===== config.mk =====
export PLATFORM = sky130hd
export DESIGN_NAME = fixed_mult_arbiter
export DESIGN_NICKNAME = d
export VERILOG_FILES = /design/src/rtl/fixed_mult_arbiter.sv
export SDC_FILE = /design/constraint.sdc
export NUM_CORES = 2
export LEC_CHECK = 0
export CAP_MARGIN = 10
export CELL_PAD_IN_SITES_DETAIL_PLACEMENT = 1
export CELL_PAD_IN_SITES_GLOBAL_PLACEMENT = 2
export CORE_AREA = 2 2 295 297
export CTS_CLUSTER_DIAMETER = 120
export CTS_CLUSTER_SIZE = 25
export DETAILED_ROUTE_END_ITERATION = 12
export DIE_AREA = 0 0 297 299
export DONT_BUFFER_PORTS = 1
export PLACE_DENSITY_LB_ADDON = 0.1
export SYNTH_ARGS = -nofsm -noshare
export SYNTH_HDL_FRONTEND = slang
export SYNTH_SLANG_ARGS = --single-unit

===== constraint.sdc =====
create_clock -name clk -period 9.1 [get_ports clk]
set_input_delay 0.91 -clock clk [delete_from_list [all_inputs] [get_ports clk]]
set_output_delay 0.91 -clock clk [all_outputs]
set_load 0.02 [all_outputs]

===== src/rtl/fixed_mult_arbiter.sv =====
// fixed_mult_arbiter
//   Round-robin front end for a single pipelined signed fixed-point multiplier
//   shared by NUM_REQ requesters. Up to one operand pair is accepted per cycle.
//   Each result comes back PIPE_STAGES cycles after its accept cycle, tagged
//   with the index of the requester that issued it. The pipeline never stalls.
//
//   Result format is Q(TOTAL_PREC-FRAC_BITS).FRAC_BITS. The product is
//   truncated toward negative infinity (the low FRAC_BITS bits are dropped).
//   By default an out-of-range product wraps.
//
//   Optional build macro:
//     FIXED_MULT_SAT_EN - an out-of-range product clamps to the most positive
//                         or most negative representable value, selected by
//                         the sign of the full-width product. Latency is the
//                         same in both builds.
module fixed_mult_arbiter #(
  parameter int NUM_REQ     = 4,
  parameter int TOTAL_PREC  = 27,
  parameter int FRAC_BITS   = 22,
  parameter int PIPE_STAGES = 2
) (
  input  logic                             clk,
  input  logic                             rst_n,
  input  logic [NUM_REQ-1:0]               req_valid,
  output logic [NUM_REQ-1:0]               req_ready,
  input  logic [NUM_REQ*TOTAL_PREC-1:0]    req_a,
  input  logic [NUM_REQ*TOTAL_PREC-1:0]    req_b,
  output logic                             rsp_valid,
  output logic [$clog2(NUM_REQ)-1:0]       rsp_id,
  output logic [TOTAL_PREC-1:0]            rsp_res,
  output logic                             busy
);

  localparam int W   = TOTAL_PREC;
  localparam int F   = FRAC_BITS;
  localparam int IDW = $clog2(NUM_REQ);

  // The result chain holds the finished product.
  // With one stage, the product is formed combinationally from the granted
  // operands and is registered once.
  // With more stages, stage 0 holds the raw operands, and the result chain
  // covers stages 1..PIPE_STAGES-1.
  localparam int RES_STAGES = (PIPE_STAGES > 1) ? (PIPE_STAGES - 1) : 1;
  localparam int RES_OFS    = PIPE_STAGES - RES_STAGES;

  // ---------------------------------------------------------------------------
  // Helpers
  // ---------------------------------------------------------------------------

  // Round-robin search. It starts at ptr and wraps from NUM_REQ-1 to 0.
  // Return value is {found, index}.
  function automatic logic [IDW:0] rr_pick_fn(input logic [NUM_REQ-1:0] valid,
                                              input logic [IDW-1:0]     ptr);
    logic [IDW:0] pick;
    int           cand;
    pick = '0;
    for (int k = 0; k < NUM_REQ; k++) begin
      cand = (int'(ptr) + k) % NUM_REQ;
      if (!pick[IDW] && valid[IDW'(cand)]) begin
        pick = {1'b1, IDW'(cand)};
      end else begin
        pick = pick;
      end
    end
    return pick;
  endfunction

`ifdef FIXED_MULT_SAT_EN
  // Clamp the product when it is out of range.
  // hi is full[2W-1:F]. The result field is hi[W-1:0].
  // Bits hi[2W-F-1:W-1] are the sign-extension region, which is
  // full[2W-1:F+W-1]. That region must be all-equal for the product to fit.
  function automatic logic [W-1:0] sat_fn(input logic [2*W-F-1:0] hi);
    logic [W-F:0]  top;
    logic [W-1:0]  res;
    top = hi[2*W-F-1:W-1];
    if ((top == {(W-F+1){1'b0}}) || (top == {(W-F+1){1'b1}})) begin
      res = hi[W-1:0];
    end else if (hi[2*W-F-1]) begin
      res = {1'b1, {(W-1){1'b0}}};
    end else begin
      res = {1'b0, {(W-1){1'b1}}};
    end
    return res;
  endfunction
`endif

  // ---------------------------------------------------------------------------
  // Arbitration
  // ---------------------------------------------------------------------------
  logic [IDW-1:0]     ptr_q;
  logic [IDW-1:0]     ptr_d;
  logic [IDW:0]       pick_s;
  logic               found_s;
  logic [IDW-1:0]     grant_idx_s;
  logic [NUM_REQ-1:0] grant_s;
  logic               accept_s;
  logic [W-1:0]       sel_a_s;
  logic [W-1:0]       sel_b_s;

  // Pick the winning requester and build the one-hot grant.
  always_comb begin
    pick_s      = rr_pick_fn(req_valid, ptr_q);
    found_s     = pick_s[IDW];
    grant_idx_s = pick_s[IDW-1:0];
    if (found_s) begin
      grant_s = {{(NUM_REQ-1){1'b0}}, 1'b1} << grant_idx_s;
    end else begin
      grant_s = '0;
    end
  end

  assign req_ready = grant_s;
  assign accept_s  = |(req_valid & grant_s);
  assign sel_a_s   = req_a[grant_idx_s*W +: W];
  assign sel_b_s   = req_b[grant_idx_s*W +: W];

  // Next pointer: the position after the winner on an accept, otherwise hold.
  always_comb begin
    ptr_d = ptr_q;
    if (accept_s) begin
      if (grant_idx_s == IDW'(NUM_REQ - 1)) begin
        ptr_d = '0;
      end else begin
        ptr_d = grant_idx_s + IDW'(1);
      end
    end else begin
      ptr_d = ptr_q;
    end
  end

  // Round-robin pointer register.
  always_ff @(posedge clk or negedge rst_n) begin
    if (!rst_n) begin
      ptr_q <= '0;
    end else begin
      ptr_q <= ptr_d;
    end
  end

  // ---------------------------------------------------------------------------
  // Pipeline control: a valid bit and a requester tag for every stage.
  // The last stage drives the response outputs.
  // ---------------------------------------------------------------------------
  logic [PIPE_STAGES-1:0] vld_q;
  logic [IDW-1:0]         id_q [PIPE_STAGES];

  // Move valid bits and tags forward every cycle.
  // Tags load only behind a valid bit, so rsp_id holds between results.
  always_ff @(posedge clk or negedge rst_n) begin
    if (!rst_n) begin
      vld_q <= '0;
      for (int k = 0; k < PIPE_STAGES; k++) begin
        id_q[k] <= '0;
      end
    end else begin
      vld_q[0] <= accept_s;
      if (accept_s) begin
        id_q[0] <= grant_idx_s;
      end
      for (int k = 1; k < PIPE_STAGES; k++) begin
        vld_q[k] <= vld_q[k-1];
        if (vld_q[k-1]) begin
          id_q[k] <= id_q[k-1];
        end
      end
    end
  end

  // ---------------------------------------------------------------------------
  // Datapath
  // ---------------------------------------------------------------------------
  logic [W-1:0]   mul_a_s;
  logic [W-1:0]   mul_b_s;
  logic           res_load_s;
  logic [2*W-1:0] full_s;
  logic [W-1:0]   res_s;
  logic           unused_s;

  if (PIPE_STAGES > 1) begin : g_opreg
    logic [W-1:0] a_q;
    logic [W-1:0] b_q;

    // Stage 0: capture the granted operand pair on accept.
    always_ff @(posedge clk or negedge rst_n) begin
      if (!rst_n) begin
        a_q <= '0;
        b_q <= '0;
      end else if (accept_s) begin
        a_q <= sel_a_s;
        b_q <= sel_b_s;
      end
    end

    assign mul_a_s    = a_q;
    assign mul_b_s    = b_q;
    assign res_load_s = vld_q[0];
  end else begin : g_opcomb
    assign mul_a_s    = sel_a_s;
    assign mul_b_s    = sel_b_s;
    assign res_load_s = accept_s;
  end

  // Sign-extend both operands to 2W bits.
  // The low 2W bits of the product are then the correct two's-complement
  // result, with no mixed signedness.
  assign full_s = {{W{mul_a_s[W-1]}}, mul_a_s} * {{W{mul_b_s[W-1]}}, mul_b_s};

`ifdef FIXED_MULT_SAT_EN
  assign res_s    = sat_fn(full_s[2*W-1:F]);
  assign unused_s = ^full_s[F-1:0];
`else
  assign res_s    = full_s[F+W-1:F];
  assign unused_s = ^{full_s[2*W-1:F+W], full_s[F-1:0]};
`endif

  logic [W-1:0] res_q [RES_STAGES];

  // Result chain.
  // The entry stage takes the finished product.
  // Later stages (retiming slack) follow the valid bit of the stage before.
  // Each register holds its value while no valid result passes through.
  always_ff @(posedge clk or negedge rst_n) begin
    if (!rst_n) begin
      for (int k = 0; k < RES_STAGES; k++) begin
        res_q[k] <= '0;
      end
    end else begin
      if (res_load_s) begin
        res_q[0] <= res_s;
      end
      for (int k = 1; k < RES_STAGES; k++) begin
        if (vld_q[k+RES_OFS-1]) begin
          res_q[k] <= res_q[k-1];
        end
      end
    end
  end

  // ---------------------------------------------------------------------------
  // Outputs
  // ---------------------------------------------------------------------------
  assign rsp_valid = vld_q[PIPE_STAGES-1];
  assign rsp_id    = id_q[PIPE_STAGES-1];
  assign rsp_res   = res_q[RES_STAGES-1];
  assign busy      = |vld_q;

endmodule


==> impl_results.md <==
- Root Driver: clkbuf_16
- DRT iter0 DRCs: 830
- Post-Route Skew: 0.0181 ns
- Remaining Overflow, GRT: 0
- Fin Hold WS: 0.218 ns
- Post-synth EDFFs: 0
- Fin worst setup slack: 1.30 ns
- Crit path top cell by count: fa_1
- Max clock buf depth: 2
- Slowest CP cell: dfrtp_1
- F_max: 128 MHz
- Commonest non-fill, non-tap cell in the layout: nand2_1
- P&R area growth vs syn: 4.84%
- Starting density of the core: 34.5%
- Hold buffers post-CTS: 0
- Die Width: 297 µm
- CP max FO: 20
- Worst setup EP type: flip-flop
- Worst skew pair latency: 0.39 ns
- Outcome: complete, no violations
- Cells on worst reg2reg path: 23
- Chip Height: 299 µm
- DR pass1 iterations: 5
- Wire per inst: 22.3 µm
- Placed Area: 30,800 µm²
- Crit start category: flip-flop
- Buffers & Inverters on Critical Path: 6
- Setup Buffers After CTS: 0
- Initial antenna violation count: 0
- CTS tree: done
- Core ar.: 85,900 µm²
- Post-Synth Adder-Cell Area: 54.1%
- CP Cell Sequence: buf_4, nand2_1, inv_1, fa_1, fa_1, inv_1, fa_1, inv_1, fa_1, fa_1, fa_1, inv_1, fa_1, inv_1, ha_1, nand2_1, o21ai_0, a41oi_1, a31oi_4, o211ai_2, o22ai_2, o21ai_1, a221o_1
- Slew headroom: 20.0%
- Sequential area share after synthesis: 7.50%
- Num ports: 257
- FFs w/ async S/R, synth: 100%
- CTS sink cnt: 89
- Req. time, crit path: 9.38 ns
- Final Hold Vio Count: 0
- Clock-pin slew on the worst setup and hold paths: 0.09 ns
- Simple-gate portion of the synthesized area: 18.0%
- Vias post-DR: 21,900
- Synth warn: 0
- Final net count: 4,426
- # port buffers: 0
- R2R setup slack: 1.30 ns
- GP Congestion: 0.867
- Worst hold path type: input port to async pin
- Crit path arrival time: 8.08 ns
- Mean cell area of the mapped netlist: 8.51 µm²
- Slew Viols, Final: 0
- DPL Wire Length: 85.5 mm
- RSZ-0062 raised after global routing: false
- First-pass GRT wire length: 157 mm
- Post-DRT Antenna Nets: 0
- Fin crit period: 7.80 ns
- Synth Register Bits: 89
- # DRC: 0
- Mux cell area share after synthesis: 0.826%
- Final setup TNS: 0 ns
- Syn Inst Count: 3,487
- R2r startpoint: g_opreg.b_q[3]
- Rows: 108
- Syn_nets: 4,567
- Compound-gate portion of the synthesized area: 5.27%
- Reg2Reg Capture Point: rsp_res[24]
- Delay-heaviest family, CP: adder cells
- Post-Route WL: 100 mm
- Die footprint: 88,800 µm²
- Tot GR Track Use: 23.5%
- Largest net degree at the start of global routing: 112
- Largest stage delay, worst path: 0.80 ns
- Final setup violating endpoints: 0
- Largest family of logic cells by synthesized area: adder cells
- Final clock period utilization by the worst path: 85.7%
- Slew @ Worst Pin: 1.20 ns
- Worst Setup Path Type: flip-flop to flip-flop
- Layout cells sized above 1: 3.85%
- Number of global-route vias before repair: 26,000
- Final Cell Area: 31,100 µm²
- Synth Area in XOR/XNOR: 1.27%
- CTS Buf Count: 9
- Most frequent cells in the layout: nand2_1, inv_1, fa_1, and2_1, ha_1
- Synth Cell Area: 29,700 µm²
- # Max-Cap Violations: 0
- Pre-CTS WS: 1.24 ns
- Post_cts resized: 0
- Number of distinct library cells after synthesis: 69
- N_diodes: 0
- Top FF cell, synth: dfrtp_1
- Vias/cell: 4.86
- CTS H-tree depth: 3
-- cell type report --
type / instances / area [µm²]
clock buffers: 9 / 225
clock inverters: 7 / 81.3
fillers: 10200 / 54800
inverters: 807 / 3030
multi-input cells: 2372 / 23600
flip-flops and latches: 89 / 2230
well taps: 1155 / 1450
repair buffers: 67 / 503
-- layer usage --
layer	part of all wire [%]	global-route usage, %	vias to the layer above
met5	0	0	-
met1	40	27.5	11700
li1	-	-	9791
met3	2.3	2.07	139
met2	53	44.0	328
met4	4.6	9.72	0
-- Yosys cell counts, types with 7 or more instances --
cell type / count / area [µm²]
inv_1: 806 / 3030
nand2_1: 806 / 3030
fa_1: 707 / 14200
and2_1: 238 / 1490
clkbuf_1: 189 / 709
ha_1: 151 / 1890
o21ai_0: 116 / 581
dfrtp_1: 89 / 2230
nand3_1: 64 / 320
nor2_1: 41 / 154
a21oi_1: 36 / 180
xnor2_1: 31 / 272
mux2_2: 20 / 225
o21ai_1: 17 / 85.1
buf_2: 15 / 75.1
nand4_1: 15 / 93.8
a21o_1: 14 / 105
xor2_1: 12 / 105
buf_1: 11 / 41.3
nand2b_1: 9 / 56.3
o21a_1: 9 / 67.6
nor2b_1: 7 / 43.8
nor3_1: 7 / 35.0
-- state kept, by name, indices dropped and copies added (netlist names) --
| name | count |
|---|---|
| g_opreg.a_q | 27 |
| g_opreg.b_q | 27 |
| rsp_res | 27 |
| id_q | 2 |
| ptr_q | 2 |
| rsp_id | 2 |
| vld_q | 2 |
-- logic make-up (layout without fill, tap and decap cells) --
| logic type | after synthesis | after routing |
|---|---|---|
| muxes | 22 | 22 |
| DFF | 89 | 89 |
| adders and majority gates | 858 | 858 |
| buffers and inverters | 1026 | 890 |
| AOI/OAI and AO/OA | 245 | 245 |
| xor gates and xnor gates | 43 | 43 |
| and+or+nand+nor | 1204 | 1204 |
-- how the worst max path moves through the flow --
stage,from,to,slack [ns],cells after the start
after floorplan,g_opreg.a_q[26],rsp_res[21],2.35,23
after global placement,g_opreg.a_q[26],rsp_res[21],1.46,22
after detailed placement,g_opreg.b_q[3],rsp_res[24],1.24,23
after CTS,g_opreg.b_q[3],rsp_res[24],1.21,23
after global routing,g_opreg.b_q[3],rsp_res[24],0.79,23
final,g_opreg.b_q[3],rsp_res[24],1.30,23
-- stage by stage --
step           std cells  util [%]
3_5_place_dp        4490      35.8
4_1_cts             4506      36.2
3_3_place_gp        4490      35.8
2_1_floorplan       3487         -
5_1_grt             4506      36.2
6_report            4506      36.2
Power is not shown: default switching activity piles up to over one toggle a cycle in this logic, so the estimate is an artifact.
